**config.mk**
```make
export PLATFORM = sky130hd
export DESIGN_NAME = alu_issue_arbiter
export DESIGN_NICKNAME = d
export VERILOG_FILES = /design/src/rtl/alu_ctrl_pkg.sv /design/src/rtl/rr_arb2.sv /design/src/rtl/alu_issue_arbiter.sv
export SDC_FILE = /design/constraint.sdc
export NUM_CORES = 1
export LEC_CHECK = 0
export BUFFER_PORTS_ARGS = -buffer_cell sky130_fd_sc_hd__buf_2
export CAP_MARGIN = 25
export CORE_AREA = 2 2 112 114
export CTS_CLUSTER_SIZE = 12
export DETAILED_ROUTE_END_ITERATION = 16
export DIE_AREA = 0 0 114 116
export PLACE_DENSITY = 0.59
export RECOVER_POWER = 25
export SETUP_SLACK_MARGIN = 0.3
export SYNTH_ARGS = -nofsm -noshare
export SYNTH_HDL_FRONTEND = slang
export SYNTH_SLANG_ARGS = --single-unit
export TNS_END_PERCENT = 5
```
**constraint.sdc**
```tcl
create_clock -name clk -period 3.5 [get_ports clk]
set_clock_uncertainty 0.2 [all_clocks]
set_input_delay 0.875 -clock clk [delete_from_list [all_inputs] [get_ports clk]]
set_output_delay 0.875 -clock clk [all_outputs]
set_load 0.05 [all_outputs]
```
**src/rtl/alu_ctrl_pkg.sv**
```systemverilog
// rtl/alu_ctrl_pkg.sv - shared types and constants for the ALU issue arbiter
// Purpose: response FSM state encoding, idle ALU opcode, requester count.
// Ports: none (package).
package alu_ctrl_pkg;

    typedef enum logic [1:0] {
        IDLE = 2'd0,
        EXEC = 2'd1,
        HOLD = 2'd2
    } state_e;

    // XOR of two zero operands: the ALU produces 0 when nothing is issued.
    localparam logic [2:0] FUNCT3_NOP = 3'b100;

    localparam int NUM_REQ = 2;

endpackage

```
**src/rtl/rr_arb2.sv**
```systemverilog
// rtl/rr_arb2.sv - two-way round-robin grant logic, purely combinational
// Purpose: picks one of two valid requesters, favouring the one not served last.
// Ports:
//   valid   in  NUM_REQ  request present per port
//   last    in  1        port granted most recently (state held by parent)
//   en      in  1        issue slot open
//   grant   out NUM_REQ  one-hot grant
//   gnt_idx out 1        index of granted port (0 when no grant)
module rr_arb2
    import alu_ctrl_pkg::*;
(
    input  logic [NUM_REQ-1:0] valid,
    input  logic               last,
    input  logic               en,
    output logic [NUM_REQ-1:0] grant,
    output logic               gnt_idx
);

    // Port 0 wins a tie only when port 1 was served last, and vice versa.
    assign grant[0] = en && valid[0] && (!valid[1] || last);
    assign grant[1] = en && valid[1] && (!valid[0] || !last);
    assign gnt_idx  = grant[1];

endmodule

```
**src/rtl/alu_issue_arbiter.sv**
```systemverilog
// rtl/alu_issue_arbiter.sv - shares one single-cycle registered ALU between two requesters
// Purpose: round-robin issue to the ALU, tracks the one-cycle latency and returns
//          each result with requester id and tag; one-entry hold under back-pressure.
// Ports:
//   clk, rstn                       clock, async active-low reset
//   reqN_valid/ready                request handshake, N = 0 (issue stage), 1 (branch helper)
//   reqN_funct3/funct7/a/b/tag      request fields
//   alu_funct3/funct7/opa/opb       drive to ALU
//   alu_res                         ALU registered result (valid the cycle after issue)
//   rsp_valid/ready                 response handshake
//   rsp_id/tag/data                 response payload
module alu_issue_arbiter
    import alu_ctrl_pkg::*;
#(
    parameter int DATA_WIDTH = 32,
    parameter int TAG_WIDTH  = 4
) (
    input  logic                  clk,
    input  logic                  rstn,
    input  logic                  req0_valid,
    output logic                  req0_ready,
    input  logic [2:0]            req0_funct3,
    input  logic                  req0_funct7,
    input  logic [DATA_WIDTH-1:0] req0_a,
    input  logic [DATA_WIDTH-1:0] req0_b,
    input  logic [TAG_WIDTH-1:0]  req0_tag,
    input  logic                  req1_valid,
    output logic                  req1_ready,
    input  logic [2:0]            req1_funct3,
    input  logic                  req1_funct7,
    input  logic [DATA_WIDTH-1:0] req1_a,
    input  logic [DATA_WIDTH-1:0] req1_b,
    input  logic [TAG_WIDTH-1:0]  req1_tag,
    output logic [2:0]            alu_funct3,
    output logic                  alu_funct7,
    output logic [DATA_WIDTH-1:0] alu_opa,
    output logic [DATA_WIDTH-1:0] alu_opb,
    input  logic [DATA_WIDTH-1:0] alu_res,
    output logic                  rsp_valid,
    input  logic                  rsp_ready,
    output logic                  rsp_id,
    output logic [TAG_WIDTH-1:0]  rsp_tag,
    output logic [DATA_WIDTH-1:0] rsp_data
);

    state_e                  r_state;
    logic                    r_last;
    logic                    r_id;
    logic [TAG_WIDTH-1:0]    r_tag;
    logic [DATA_WIDTH-1:0]   r_hold;

    logic                    w_issue_ok;
    logic [NUM_REQ-1:0]      w_grant;
    logic                    w_gnt_idx;
    logic                    w_any_grant;
    logic [TAG_WIDTH-1:0]    w_gnt_tag;

    // A new op may enter only if the response slot frees this cycle. Gating
    // with rstn keeps both ready outputs low while reset is asserted.
    assign w_issue_ok = rstn && ((r_state == IDLE) || rsp_ready);

    rr_arb2 u_arb (
        .valid   ({req1_valid, req0_valid}),
        .last    (r_last),
        .en      (w_issue_ok),
        .grant   (w_grant),
        .gnt_idx (w_gnt_idx)
    );

    assign w_any_grant = |w_grant;
    assign req0_ready  = w_grant[0];
    assign req1_ready  = w_grant[1];
    assign w_gnt_tag   = w_gnt_idx ? req1_tag : req0_tag;

    always_comb begin
        alu_funct3 = FUNCT3_NOP;
        alu_funct7 = 1'b0;
        alu_opa    = '0;
        alu_opb    = '0;
        if (w_grant[0]) begin
            alu_funct3 = req0_funct3;
            alu_funct7 = req0_funct7;
            alu_opa    = req0_a;
            alu_opb    = req0_b;
        end else if (w_grant[1]) begin
            alu_funct3 = req1_funct3;
            alu_funct7 = req1_funct7;
            alu_opa    = req1_a;
            alu_opb    = req1_b;
        end
    end

    // id/tag may be overwritten on an issue in EXEC/HOLD because the old
    // response completes in that same cycle (issue requires rsp_ready).
    always_ff @(posedge clk or negedge rstn) begin
        if (!rstn) begin
            r_state <= IDLE;
            r_last  <= 1'b1;
            r_id    <= 1'b0;
            r_tag   <= '0;
            r_hold  <= '0;
        end else begin
            if (w_any_grant) begin
                r_last <= w_gnt_idx;
                r_id   <= w_gnt_idx;
                r_tag  <= w_gnt_tag;
            end
            case (r_state)
                IDLE: begin
                    if (w_any_grant) r_state <= EXEC;
                end
                EXEC: begin
                    if (rsp_ready) begin
                        r_state <= w_any_grant ? EXEC : IDLE;
                    end else begin
                        // ALU output is only valid this cycle; park it.
                        r_hold  <= alu_res;
                        r_state <= HOLD;
                    end
                end
                HOLD: begin
                    if (rsp_ready) r_state <= w_any_grant ? EXEC : IDLE;
                end
                default: r_state <= IDLE;
            endcase
        end
    end

    assign rsp_valid = (r_state != IDLE);
    assign rsp_id    = r_id;
    assign rsp_tag   = r_tag;
    assign rsp_data  = (r_state == EXEC) ? alu_res :
                       (r_state == HOLD) ? r_hold  : '0;

endmodule

```
After elaboration in Yosys (flattened, before gate mapping)
Index checks and enable logic that the tools add are counted.
W data, S select, Z words.
{ "word_totals": {"register_bits": 40, "out_inout_bits": 108} }
{ "classes": {"eq_ne": 4, "n_mux": 16, "bitwise": 1, "reduce_logical": 16} }
{ "ops": {"columns": ["op", "count"], "rows": [
  ["$mux W32", 6],
  ["$mux W2", 3],
  ["$mux W3", 2],
  ["$pmux W2 S3", 1],
  ["$logic_and A1 B1 Y1", 5],
  ["$mux W4", 1],
  ["$ne A2 B2 Y1 const B", 2],
  ["$reduce_and A2 Y1", 2],
  ["$logic_not A1 Y1", 3],
  ["$logic_or A1 B1 Y1", 3],
  ["$mux W1", 3],
  ["$eq A2 B1 Y1 const B", 1],
  ["$eq A2 B2 Y1 const B", 1],
  ["$logic_not A2 Y1", 1],
  ["$reduce_bool A2 Y1", 1],
  ["$reduce_or A2 Y1", 1],
  ["$not A1 Y1", 1]
]} }

Depth between registers and ports, before layout
{ "logic_depth": {"ltp_word": 9, "mapped_depth": 5, "ltp_nobuf": 3} }

Cells and area by module
From an unflattened synthesis, not the netlist that was laid out.
{ "unflattened": {"cells_unflattened": 241, "hier_area_um2": 2688.8} }
{ "by_module_without_submodules": {"columns": ["mod", "n_inst", "cells_per_inst", "area_per_inst_um2", "seq_area_each_um2"], "rows": [
  ["alu_issue_arbiter", 1, 235, 2660.1, 1002.2],
  ["rr_arb2", 1, 6, 28.8, 0.0]
]} }

Worst setup path before layout
OpenSTA, ideal clock, no wires.
{ "synth_path": {"path_kind": "input to output", "start": "input port req1_valid", "end": "output port alu_opa[17]", "arrival_time_ns": 2.238, "setup_slack_ns": 0.187, "cell_stages": 5, "path_buffers": 2, "path_cell_list": "a21bo_2 clkbuf_2 buf_2 nand3_1 a21oi_1"} }
{ "synth_between": {"elab_chain_cells": 4} }
{ "synth_lines": {"columns": ["element", "line_no", "rtl"], "rows": [
  ["start, declared", "alu_issue_arbiter.sv:27", "input logic req1_valid,"],
  ["$logic_and A1 B1 Y1 or $logic_not A1 Y1 (tied branches)", "rr_arb2.sv:21, rr_arb2.sv:20", null],
  ["$logic_and A1 B1 Y1 or $logic_or A1 B1 Y1 (tied branches)", "rr_arb2.sv:21, rr_arb2.sv:20", null],
  ["$mux W32 or $logic_and A1 B1 Y1 (tied branches)", "alu_issue_arbiter.sv:85, rr_arb2.sv:20", null],
  ["$mux W32 *", "alu_issue_arbiter.sv:80", "if (w_grant[0]) begin"],
  ["end, declared", "alu_issue_arbiter.sv:36", "output logic [DATA_WIDTH-1:0] alu_opa,"]
]} }
Every way passes the cells marked *; elsewhere a longest branch is shown, timed or not.

Final worst setup path
{ "layout_path": {"start": "input port req0_valid", "end": "output port alu_opb[3]"} }
{ "layout_between": {"elab_chain_cells": 5} }
{ "layout_lines": {"columns": ["element", "line_no", "rtl"], "rows": [
  ["start, declared", "alu_issue_arbiter.sv:20", "input logic req0_valid,"],
  ["$logic_not A1 Y1", "rr_arb2.sv:21", "assign grant[1] = en && valid[1] && (!valid[0] || !last);"],
  ["$logic_or A1 B1 Y1", "rr_arb2.sv:21", null],
  ["$logic_and A1 B1 Y1", "rr_arb2.sv:21", null],
  ["$mux W32", "alu_issue_arbiter.sv:85", "end else if (w_grant[1]) begin"],
  ["$mux W32 *", "alu_issue_arbiter.sv:80", null],
  ["end, declared", "alu_issue_arbiter.sv:37", "output logic [DATA_WIDTH-1:0] alu_opb,"]
]} }
Marked as above.

==> impl_metrics.yaml <==
sta:
  rsz0062_at_grt: "true"
  worst_slew_pin_slew_ns: 1.72
  setup_viol: 0
  relSlewSlack_pct: -14.6
  setup_tns_ns: 0
  finalCritPeriodShare_pct: 90.3
  hold_violations: 0
  max_freq_mhz: 316
  fin_crit_ns: 3.16
  slew_violations: 33
global_routing:
  grtUsageTotal_pct: 16.1
  grt_pass1_vias: 3524
  grt_pass1_wl_um: 17400
  grt_max_degree: 71
  antenna_found_initial: 1
  grt_overflow: 0
critical_path:
  r2r_end: "r_hold[30]"
  worst_ep_arrival_time_ns: 2.09
  reg2reg_depth: 3
  crit_buf_inv: 3
  cpMostUsedCell: "buf_2"
  start_kind: "primary input"
  r2r-start: "r_state[0]"
  cp_data_required_time_ns: 2.42
  cp_cell_sequence: "buf_2 -> a21bo_2 -> clkbuf_16 -> nand3_1 -> a21oi_1 -> buf_2"
  cpMaxStageDelayCell: "buf_2"
  crit_path_end_kind: "primary output"
  worstSetupPathType: "in -> out"
  ff2ff_setup_slack_ns: 0.82
  critPathTopFamily: "buffers and inverters"
  crit_path_max_fanout: 35
  critPathMaxStageDelay_ns: 0.28
yosys:
  synth_top_area_cell: "dfrtp_1"
  synth_seq_cells: 40
  netlist_area_mm2: 0.00313
  synthTopCellsByArea: "dfrtp_1 31%, nand3_1 11%, a21oi_1 11%"
  synth-xor-area-share_pct: 0
  synth.top_cell.area_share_pct: 31.2
  yosysUniqueCellTypes: 32
  synth_top_family_by_area: "compound AO/OA/AOI/OAI gates"
  seq_area_frac_synth_pct: 32.1
  yosys_warnings: 0
  synth_compound_area_share_pct: 25.1
  yosys.area_share.adder_pct: 0.320
  synthMuxAreaShare_pct: 11.5
  syn-num-nets: 561
  syn_inst: 380
  yosys.area_share.simple_pct: 21.6
  avgSynthCellArea_um2: 8.22
finish:
  fill_cells: 1213
  drive_above_1_share_pct: 57.8
  area_delta_synth_final_pct: 55.3
  final_cell_mix: "280 x buf_2, 68 x nand2_1, 68 x nand3_1, 63 x a21oi_1, 39 x dfrtp_1"
  final_common_cell: "buf_2"
  fin_nets: 824
clock_network:
  clk_path_buf_depth: 2
  cts-hold-fix-buffers: 0
  cts_root_buffer: "clkbuf_16"
  cts_sinks: 40
  cts_tree: "built"
  h-tree-depth: 2
  postCtsSetupBuffers: 0
  clkLatencyLatePin_ns: 0.28
  path_clk_slew_ns: 0.06
  cts_made_buffers: 5
hold_path:
  hold_path_end: "rsp_tag[3]"
  hp-start: "rsp_tag[3]"
  min_path_type: "reg -> reg"
  whs_path_depth: 1
floorplan:
  dieHeight_um: 116
  die_w_um: 114
  pin_count: 289
  die_area_mm2: 0.0132
  coreArea_mm2: 0.0119
  start_util_pct: 26.2
  fp-row-count: 40
flow_run:
  maxCapViolCount: 1
status:
  violations: "max-capacitance violations, max-slew violations"
  status: "finished, violations left"
drt:
  ant_nets: 0
  drcViolationCount: 0
  dr.pass1.iters: 6
  drt_iter0_drc: 231
  vias: 3967
  wl_per_cell_um: 15.5
  postRouteWirelength_um: 12200
  detail_route.vias_per_cell: 5.01
power_and_ir_drop:
  ir_worst_vdd_mv: 0.282
  p_leak_nw: 2.53
  powerDensity_mw_per_mm2: 459
  finalPower_mw: 2.23
placement:
  gp_congestion: 0.781
  portBuffers: 288
  dpl.hpwl_um: 9310
sequential cells by signal, summed over array words and instances (netlist names):
register and count:
r_state 2, rsp_id 1, r_last 1, rsp_tag 4, r_hold 32
routing by layer:
metal / track usage (%) / up-vias / share of wire (%) / wire (um)
met3: 5.28 / 21 / 11 / 1290
met5: 0 / - / 0 / 0
met2: 27.9 / 224 / 48 / 5920
met1: 19.8 / 1826 / 40 / 4870
met4: 3.01 / 0 / 1.3 / 153
li1: - / 1896 / - / -
cell usage after synthesis:
library cell and number:
nand2_1 69, nand3_1 68, a21oi_1 67, dfrtp_1 39, a22o_2 30, mux2_2 28, buf_2 20, buf_6 9
clkbuf_1 8, o2bb2ai_1 6, a32oi_1 4, mux2_1 4, nor2_1 4, clkbuf_8 3, a22o_1 2, nand2b_1 2
o21bai_1 2, a21bo_2 1, a21boi_0 1, and2b_2 1, buf_1 1, buf_4 1, clkbuf_2 1, dfstp_2 1
inv_1 1, maj3_1 1, nor2b_1 1, nor3b_1 1, nor3b_4 1, o21a_1 1, o21ai_0 1, or2_2 1
worst max path at each step:
stage,from,to,cells after the start
after detailed placement,req0_valid,alu_opa[27],6
after floorplan,req1_valid,alu_opa[20],5
after global routing,req0_valid,alu_opb[21],6
final,req0_valid,alu_opb[3],6
after global placement,req0_valid,alu_opa[27],6
after CTS,req0_valid,alu_opb[26],6
metrics by stage:
step	cells	worst slack [ns]	hold slack (ns)	utilization, %	area (um2)
2_1_floorplan	380	0.187	0.258	-	3140
3_3_place_gp	782	0.368	0.268	39.3	4680
3_5_place_dp	782	0.305	0.269	39.3	4680
4_1_cts	790	0.342	0.286	40.5	4830
5_1_grt	791	0.275	0.320	40.7	4850
6_report	792	0.338	0.282	40.7	4850
report_power, final:
| part | leakage [nW] | switching, mW | internal (mW) |
|---|---|---|---|
| Sequential | 0.476 | 0.0690 | 0.589 |
| Clock | 0.0736 | 0.183 | 0.262 |
| Combinational | 1.98 | 0.743 | 0.383 |
worst register-to-register path, delay by kind of cell (launching register included):
family	cells	cell delay, ns
mux	1	0.46
simple gates	1	0.20
buf+inv	1	1.26
flops	1	0.44
final cells by class:
type,count,area [um2],area share [%]
Tap cell,147,184,3.79
Inverter,1,3.75,0.0773
Antenna cell,1,2.50,0.0516
Timing Repair Buffer,299,1660,34.1
Sequential cell,40,1000,20.6
Clock buffer,5,125,2.58
Multi-Input combinational cell,296,1860,38.4
Clock inverter,3,18.8,0.387
cell families (layout without fill, tap and decap cells):
group	after synthesis	after routing
AO/OA/AOI/OAI	115	115
adder cells (fa/ha/maj)	1	1
buffers and inverters	44	308
flip-flops	40	40
multiplexers	32	32
other	0	1
AND/OR/NAND/NOR	148	148
what timing repair did:
item / in CTS / in global routing
pin swaps: 0 / 0
resized for setup: 1 / 3
cloned: 0 / 1
setup endpoints to repair: 1 / 40
(Power assumes the default switching activity.)
